==> src/rtl/lsu_bus_if.sv <==
// Multi-cycle load/store unit: valid/ready request plus read-response handshake to data memory,
// core stall, byte strobes, lane replication, load extension, misalignment and timeout handling.
module lsu_bus_if #(
  parameter int unsigned TIMEOUT = 255,
  parameter int unsigned CNT_W   = 16
) (
  input  logic        clk,
  input  logic        reset,
  input  logic        mem_read,
  input  logic        mem_write,
  input  logic [1:0]  store_sz,
  input  logic [2:0]  load_sel,
  input  logic [31:0] addr,
  input  logic [31:0] wdata,
  output logic        stall,
  output logic [31:0] rdata_ext,
  output logic        misaligned,
  output logic        bus_err,
  output logic        bus_req,
  output logic        bus_we,
  output logic [31:0] bus_addr,
  output logic [3:0]  bus_wstrb,
  output logic [31:0] bus_wdata,
  input  logic        bus_gnt,
  input  logic        bus_rvalid,
  input  logic [31:0] bus_rdata
);

  typedef enum logic [1:0] {StIdle, StReq, StWait, StDone} state_e;

  state_e            state_q, state_d;
  logic [CNT_W-1:0]  cnt_q, cnt_d;
  logic [31:0]       addr_q, wdata_q, rdata_q, rdata_d;
  logic [1:0]        size_q;
  logic [2:0]        sel_q;
  logic              we_q, err_q, err_d;

  // Access size encoding: 0 byte, 1 half, 2 word.
  logic [1:0] ld_size, st_size, acc_size;
  logic       access, aligned, go, timeout_hit;

  always_comb begin
    unique case (load_sel)
      3'b000, 3'b011: ld_size = 2'd0;
      3'b001, 3'b100: ld_size = 2'd1;
      default:        ld_size = 2'd2;
    endcase
    unique case (store_sz)
      2'b00:   st_size = 2'd0;
      2'b01:   st_size = 2'd1;
      default: st_size = 2'd2;
    endcase
    acc_size = mem_write ? st_size : ld_size;
    access   = mem_read | mem_write;
    unique case (acc_size)
      2'd1:    aligned = ~addr[0];
      2'd2:    aligned = (addr[1:0] == 2'b00);
      default: aligned = 1'b1;
    endcase
    go          = (state_q == StIdle) && access && aligned;
    timeout_hit = (cnt_q == CNT_W'(TIMEOUT - 1));
  end

  always_ff @(posedge clk or posedge reset) begin
    if (reset) begin
      state_q <= StIdle;
      cnt_q   <= '0;
      rdata_q <= '0;
      err_q   <= 1'b0;
    end else begin
      state_q <= state_d;
      cnt_q   <= cnt_d;
      rdata_q <= rdata_d;
      err_q   <= err_d;
    end
  end

  always_ff @(posedge clk or posedge reset) begin
    if (reset) begin
      addr_q  <= '0;
      wdata_q <= '0;
      size_q  <= '0;
      sel_q   <= '0;
      we_q    <= 1'b0;
    end else if (go) begin
      addr_q  <= addr;
      wdata_q <= wdata;
      size_q  <= acc_size;
      sel_q   <= load_sel;
      we_q    <= mem_write;
    end
  end

  always_comb begin
    state_d = state_q;
    cnt_d   = cnt_q;
    rdata_d = rdata_q;
    err_d   = err_q;
    unique case (state_q)
      StIdle: begin
        if (go) begin
          state_d = StReq;
          cnt_d   = '0;
          rdata_d = '0;
          err_d   = 1'b0;
        end
      end
      StReq: begin
        cnt_d = cnt_q + CNT_W'(1);
        if (bus_gnt) begin
          if (we_q) begin
            state_d = StDone;
          end else if (bus_rvalid) begin
            rdata_d = bus_rdata;
            state_d = StDone;
          end else begin
            state_d = StWait;
          end
        end else if (timeout_hit) begin
          state_d = StDone;
          err_d   = 1'b1;
        end
      end
      StWait: begin
        cnt_d = cnt_q + CNT_W'(1);
        if (bus_rvalid) begin
          rdata_d = bus_rdata;
          state_d = StDone;
        end else if (timeout_hit) begin
          state_d = StDone;
          err_d   = 1'b1;
        end
      end
      default: state_d = StIdle;
    endcase
  end

  logic [7:0]  ld_byte;
  logic [15:0] ld_half;
  logic [31:0] ld_ext;

  always_comb begin
    unique case (addr_q[1:0])
      2'd0:    ld_byte = rdata_q[7:0];
      2'd1:    ld_byte = rdata_q[15:8];
      2'd2:    ld_byte = rdata_q[23:16];
      default: ld_byte = rdata_q[31:24];
    endcase
    ld_half = addr_q[1] ? rdata_q[31:16] : rdata_q[15:0];
    unique case (sel_q)
      3'b000:  ld_ext = {{24{ld_byte[7]}}, ld_byte};
      3'b001:  ld_ext = {{16{ld_half[15]}}, ld_half};
      3'b011:  ld_ext = {24'b0, ld_byte};
      3'b100:  ld_ext = {16'b0, ld_half};
      default: ld_ext = rdata_q;
    endcase
  end

  always_comb begin
    stall      = 1'b0;
    misaligned = 1'b0;
    bus_err    = 1'b0;
    bus_req    = 1'b0;
    bus_we     = 1'b0;
    bus_addr   = '0;
    bus_wstrb  = '0;
    bus_wdata  = '0;
    rdata_ext  = '0;
    unique case (state_q)
      StIdle: begin
        stall      = go;
        misaligned = access && !aligned;
      end
      StReq: begin
        stall    = 1'b1;
        bus_req  = 1'b1;
        bus_we   = we_q;
        bus_addr = {addr_q[31:2], 2'b00};
        unique case (size_q)
          2'd0: begin
            bus_wdata = {4{wdata_q[7:0]}};
            bus_wstrb = we_q ? (4'b0001 << addr_q[1:0]) : 4'b0000;
          end
          2'd1: begin
            bus_wdata = {2{wdata_q[15:0]}};
            bus_wstrb = we_q ? (addr_q[1] ? 4'b1100 : 4'b0011) : 4'b0000;
          end
          default: begin
            bus_wdata = wdata_q;
            bus_wstrb = we_q ? 4'b1111 : 4'b0000;
          end
        endcase
      end
      StWait: stall = 1'b1;
      default: begin
        bus_err   = err_q;
        rdata_ext = (we_q || err_q) ? 32'b0 : ld_ext;
      end
    endcase
  end

endmodule

==> config.mk <==
export PLATFORM = sky130hd
export DESIGN_NAME = lsu_bus_if
export DESIGN_NICKNAME = d
export VERILOG_FILES = /design/src/rtl/lsu_bus_if.sv
export SDC_FILE = /design/constraint.sdc
export NUM_CORES = 1
export LEC_CHECK = 0
export CAP_MARGIN = 20
export CORE_ASPECT_RATIO = 0.9
export CORE_MARGIN = 8
export CORE_UTILIZATION = 43
export DETAILED_ROUTE_END_ITERATION = 16
export MAX_ROUTING_LAYER = met4
export PLACE_DENSITY = 0.83
export SLEW_MARGIN = 20
export SYNTH_ARGS = -nofsm -noshare
export SYNTH_HDL_FRONTEND = slang
export SYNTH_SLANG_ARGS = --single-unit
==> constraint.sdc <==
create_clock -name clk -period 3.85 [get_ports clk]
set_clock_uncertainty 0.15 [all_clocks]
set_input_delay 0.5775 -clock clk [delete_from_list [all_inputs] [get_ports clk]]
set_output_delay 0.5775 -clock clk [all_outputs]
set_load 0.1 [all_outputs]
Word-level counts from Yosys, hierarchy flattened:

Index checks and enable logic that the tools add are counted.

* add/sub/neg operators: 1
* equality and inequality tests: 20
* shift-type cells: 1
* mux-type cells: 42
* bitwise logic cells: 2
* reduce and logical (&&, ||, !) cells: 21

Operator list (count)
* two-way mux 32 bit: 8
* case mux 32 bit (4 select lines): 1
* case mux 32 bit (3 select lines): 1
* case mux 32 bit (2 select lines): 1
* two-way mux 16 bit: 2
* case mux 16 bit (2 select lines): 1
* case mux 8 bit (3 select lines): 1
* two-way mux 4 bit: 5
* adder 16 x 1 -> 16 bit (second input constant): 1
* equality test 16 x 8 -> 1 bit (second input constant): 1
* equality test 2 x 1 -> 1 bit (second input constant): 5
* logical NOT 2 bit: 5
* two-way mux 1 bit: 10
* two-way mux 2 bit: 5
* inequality test 2 bit (second input constant): 5
* case mux 2 bit (2 select lines): 2
* case mux 4 bit (2 select lines): 1
* AND reduction 4 bit: 2
* equality test 2 bit (second input constant): 3
* equality test 3 x 1 -> 1 bit (second input constant): 2
* equality test 3 x 2 -> 1 bit (second input constant): 2
* equality test 3 bit (second input constant): 2
* logical NOT 3 bit: 2
* case mux 2 bit (3 select lines): 1
* 13 further kinds: 18

* flip-flop bits (word level): 121
* input bits: 107
* word-level logic and storage cells: 96

Longest topological paths before layout:

* depth in word-level cells: 9
* gate-level depth with buffers: 12
* mapped depth without buffers: 10

Worst setup path before layout:

Ideal clock, no wire load.

* kind: register to output
* start point: reg state_q[1]
* end point: out bus_wdata[8]
* arrival: 3.873 ns
* data required time: 3.122 ns
* setup slack: -0.750 ns
* stages on the path, launching flop included: 5
* path through: dfrtp_1 inv_1 ha_1 clkbuf_1 a21boi_0

* longest elaborated chain between the ends: 2

RTL lines
* start, declared: RTL line 31 `state_e state_q, state_d;`
* start signal, assigned: RTL line 66 `state_q <= StIdle;`
* start signal, assigned: RTL line 71 `state_q <= state_d;`
* equality test 2 x 1 -> 1 bit: RTL line 169 `unique case (state_q)`
* two-way mux 32 bit: RTL line 169
* end, declared: RTL line 23 `output logic [31:0] bus_wdata,`

Every way passes these cells.

Final worst setup path:

* start point: in load_sel[2]
* end point: out stall

* longest elaborated chain between the ends: 8

RTL lines
* start, declared: RTL line 12 `input logic [2:0] load_sel,`
* equality test 3 x 1 -> 1 bit (tied with other cells): RTL line 43 `unique case (load_sel)`
* OR reduction 2 bit: RTL line 43
* case mux 2 bit (2 select lines) *: RTL line 43
* two-way mux 2 bit *: RTL line 53 `acc_size = mem_write ? st_size : ld_size;`
* equality test 2 bit / equality test 2 x 1 -> 1 bit (equally long branches): RTL line 55 `unique case (acc_size)`
* case mux 1 bit (2 select lines) *: RTL line 55
* logical AND 1 bit *: RTL line 60 `go = (state_q == StIdle) && access && aligned;`
* case mux 1 bit (2 select lines) *: RTL line 169
* end, declared: RTL line 15 `output logic stall,`

Mark *: on every way between the ends. The rest lies on a longest branch, timed or not.

==> impl_metrics.csv <==
group,metric,value,unit
outcome,status,"finished clean",
drt,viasPerCell,5.298,
clock_tree,post_cts_buffers,0,
drt,drt_iter0_drc,444,
sta,fin_tns_setup,0,ps
clock_tree,path_clk_slew,60,ps
sta,worst_pin_slew,1014,ps
placed_design,io_buffers,209,
clock_tree,cts_sinks,121,
grt,overflow,0,
sta,finalHoldViolCount,0,
clock_tree,postCtsHoldBufs,0,
yosys,synth-edff-count,0,
placed_design,dp_hpwl,14800,microns
grt,grt_pass1_wl,32030,microns
sta,setup_violations,0,
critical_path,critPathKind,"in -> out",
drt,wire_per_inst,18.48,microns
clock_tree,cts-root-buf,"clkbuf_16",
yosys,synth_compound_area_share,13.80,%
grt,grt_max_degree,73,
clock_tree,clock_path_buffers,2,
yosys,synth_mux_area_share,18.44,%
sta,min_period_over_period,96.75,%
yosys,synthCells,695,
grt,antenna_found_initial,0,
sta,grt_setup_unrepaired,"false",
sta,period_minus_slack,3725,ps
clock_tree,htree_levels,4,
grt,grt_util_met2,31.76,%
floorplanning,start_util,43.64,%
flow_run,cap_viol_max_count,0,
grt,use_met3,5.452,%
critical_path,path_max_fanout,3,
grt,grt-busiest-layer,"met2",
sta,slew_headroom,32.40,%
critical_path,end_kind,"primary output",
floorplanning,dieArea,20660,sq um
floorplanning,fp-row-count,44,
yosys,syn-cell-area,7015,sq um
placed_design,gp_congestion,0.8442,
yosys,synth_top_family_by_area,"multiplexers",
drt,ant_nets,0,
grt,grt_pass1_vias,5900,
yosys,synth-simple-area-share,16.34,%
grt,grt.total_usage,20.48,%
floorplanning,dieWidth,150.6,microns
yosys,yosysSeqAreaShare,43.16,%
yosys,async_reset_ff_share,100.0,%
yosys,synthAdderAreaFrac,1.427,%
finish,antennaDiodeCount,0,
finish,drive_gt1_share,27.66,%
drt,vias,5923,
floorplanning,die_h,137.2,microns
clock_tree,clock_latency,420,ps
finish,final_core_util,62.27,%
hold_path,hold_class,"reg -> reg",
yosys,synth.avg_cell_area,10.09,sq um
placed_design,pre_cts_slack,61.85,ps
placed_design,dp.cells,1086,
clock_tree,cts_tree,"yes",
drt,drtPass1Iterations,7,
finish,final_cells,1118,
critical_path,critPathRequiredTime,3120,ps
yosys,synth_xor_area_share,1.498,%
critical_path,startpoint_type,"input pin",
drt,drc_errors,0,
finish,syn_to_final_growth,42.70,%
sta,setup_ws,125.1,ps
grt,met1_usage,25.99,%
yosys,ys_ff_latch,121,
finish,nets,1013,
yosys,synth_cell_types,55,
yosys,ys.flop_type,"dfrtp_1",
floorplanning,coreArea,16080,sq um
floorplanning,ioPinCount,212,
sta,slew_violations,0,
sta,fmax,268.5,MHz
critical_path,worstPathArrival,3000,ps
yosys,yosysWarningCount,0,
clock_tree,cts_buffers,17,
drt,wirelength,20660,microns
[layout by cell type (no fill, tap or decap), drive strengths merged, types with 9 or more instances in the layout]
cell and count:
clkbuf 22, a21oi 25, mux2 69, inv 16, buf 123, o21ai 66, nand2 97, nor2 62
mux2i 25, dfrtp 121, xnor2 12, and2 41, nor2b 10, clkdlybuf4s50 106, nand2b 9
[path summary, 6_finish.rpt]
path                            cells past startpoint          end        start  slack, ps
worst max-delay path                               10        stall  load_sel[2]        130
worst min-delay path                                2   rdata_q[3]   rdata_q[3]        330
worst max register to register                      8  rdata_q[19]   state_q[1]       1270
worst min register to register                      2   rdata_q[3]   rdata_q[3]        330
max in group asynchronous                           3    cnt_q[11]        reset       2230
min in group asynchronous                           2   addr_q[10]        reset        500
[synth_stat cells, types with 8 or more instances]
library cell,number,share of area (%)
nand2_1,97,5.2
o21ai_0,63,4.5
mux2i_1,25,3.6
o211ai_1,8,0.86
nor2_1,62,3.3
mux2_4,65,14
a21oi_1,25,1.8
dfrtp_1,121,43
and2_1,41,3.7
nand2b_1,9,0.80
inv_1,16,0.86
a21boi_0,8,0.86
nor2b_1,10,0.89
clkbuf_1,31,1.7
o221a_2,8,1.3
xnor2_1,12,1.5
ha_1,8,1.4
o211a_1,8,1.1
[area by class of cell]
type / count / area [sq um]
Clock buffer: 22 / 474.2
Timing Repair Buffer: 229 / 2347
Inverter: 17 / 67.56
Clock inverter: 10 / 141.4
Multi-Input combinational cell: 512 / 3694
Fill cell: 1299 / 6065
Tap cell: 207 / 259.0
Sequential cell: 121 / 3028
[logic make-up (layout without fill, tap and decap cells)]
group,count (synthesis),in the layout
AOI/OAI and AO/OA,150,150
xor gates and xnor gates,12,12
adders and majority gates,8,8
buffers and inverters,63,278
DFF,121,121
muxes,95,95
other,1,2
and+or+nand+nor,245,245
[metrics by stage]
step / cell area (sq um) / hold WS (ps)
floorplan: 7057 / 294.7
detailed placement: 9379 / 314.9
finish: 10010 / 325.2
CTS: 9995 / 328.1
global placement: 9379 / 307.7
global route: 10010 / 351.8
[critical path, cell delays in order]
cell and delay (ps):
clkdlybuf4s50_1 530, xnor2_1 130, nor3_1 70, a31oi_2 200, ha_2 220, or3b_1 390
and3_4 200, or2_4 270, a21oi_4 200, buf_12 200
[routing by layer]
layer / vias up / share of wire [%]
met5: - / 0
met4: 0 / 1.4
met3: 21 / 7.7
met1: 2852 / 44
met2: 241 / 47
li1: 2809 / -
[flip-flops by register name, summed over array words and instances (netlist names)]
| register | cells |
|---|---|
| wdata_q | 32 |
| size_q | 2 |
| state_q | 2 |
| cnt_q | 16 |
| sel_q | 3 |
| err_q | 1 |
| addr_q | 32 |
| rdata_q | 32 |
| we_q | 1 |
[repair_timing]
| item | CTS | global route |
|---|---|---|
| endpoints found under the setup margin | 0 | 1 |
| hold endpoints to repair | 0 | 0 |
| resized for setup | 0 | 3 |
Power is not shown: default switching activity piles up to over one toggle a cycle in this logic, so the estimate is an artifact.
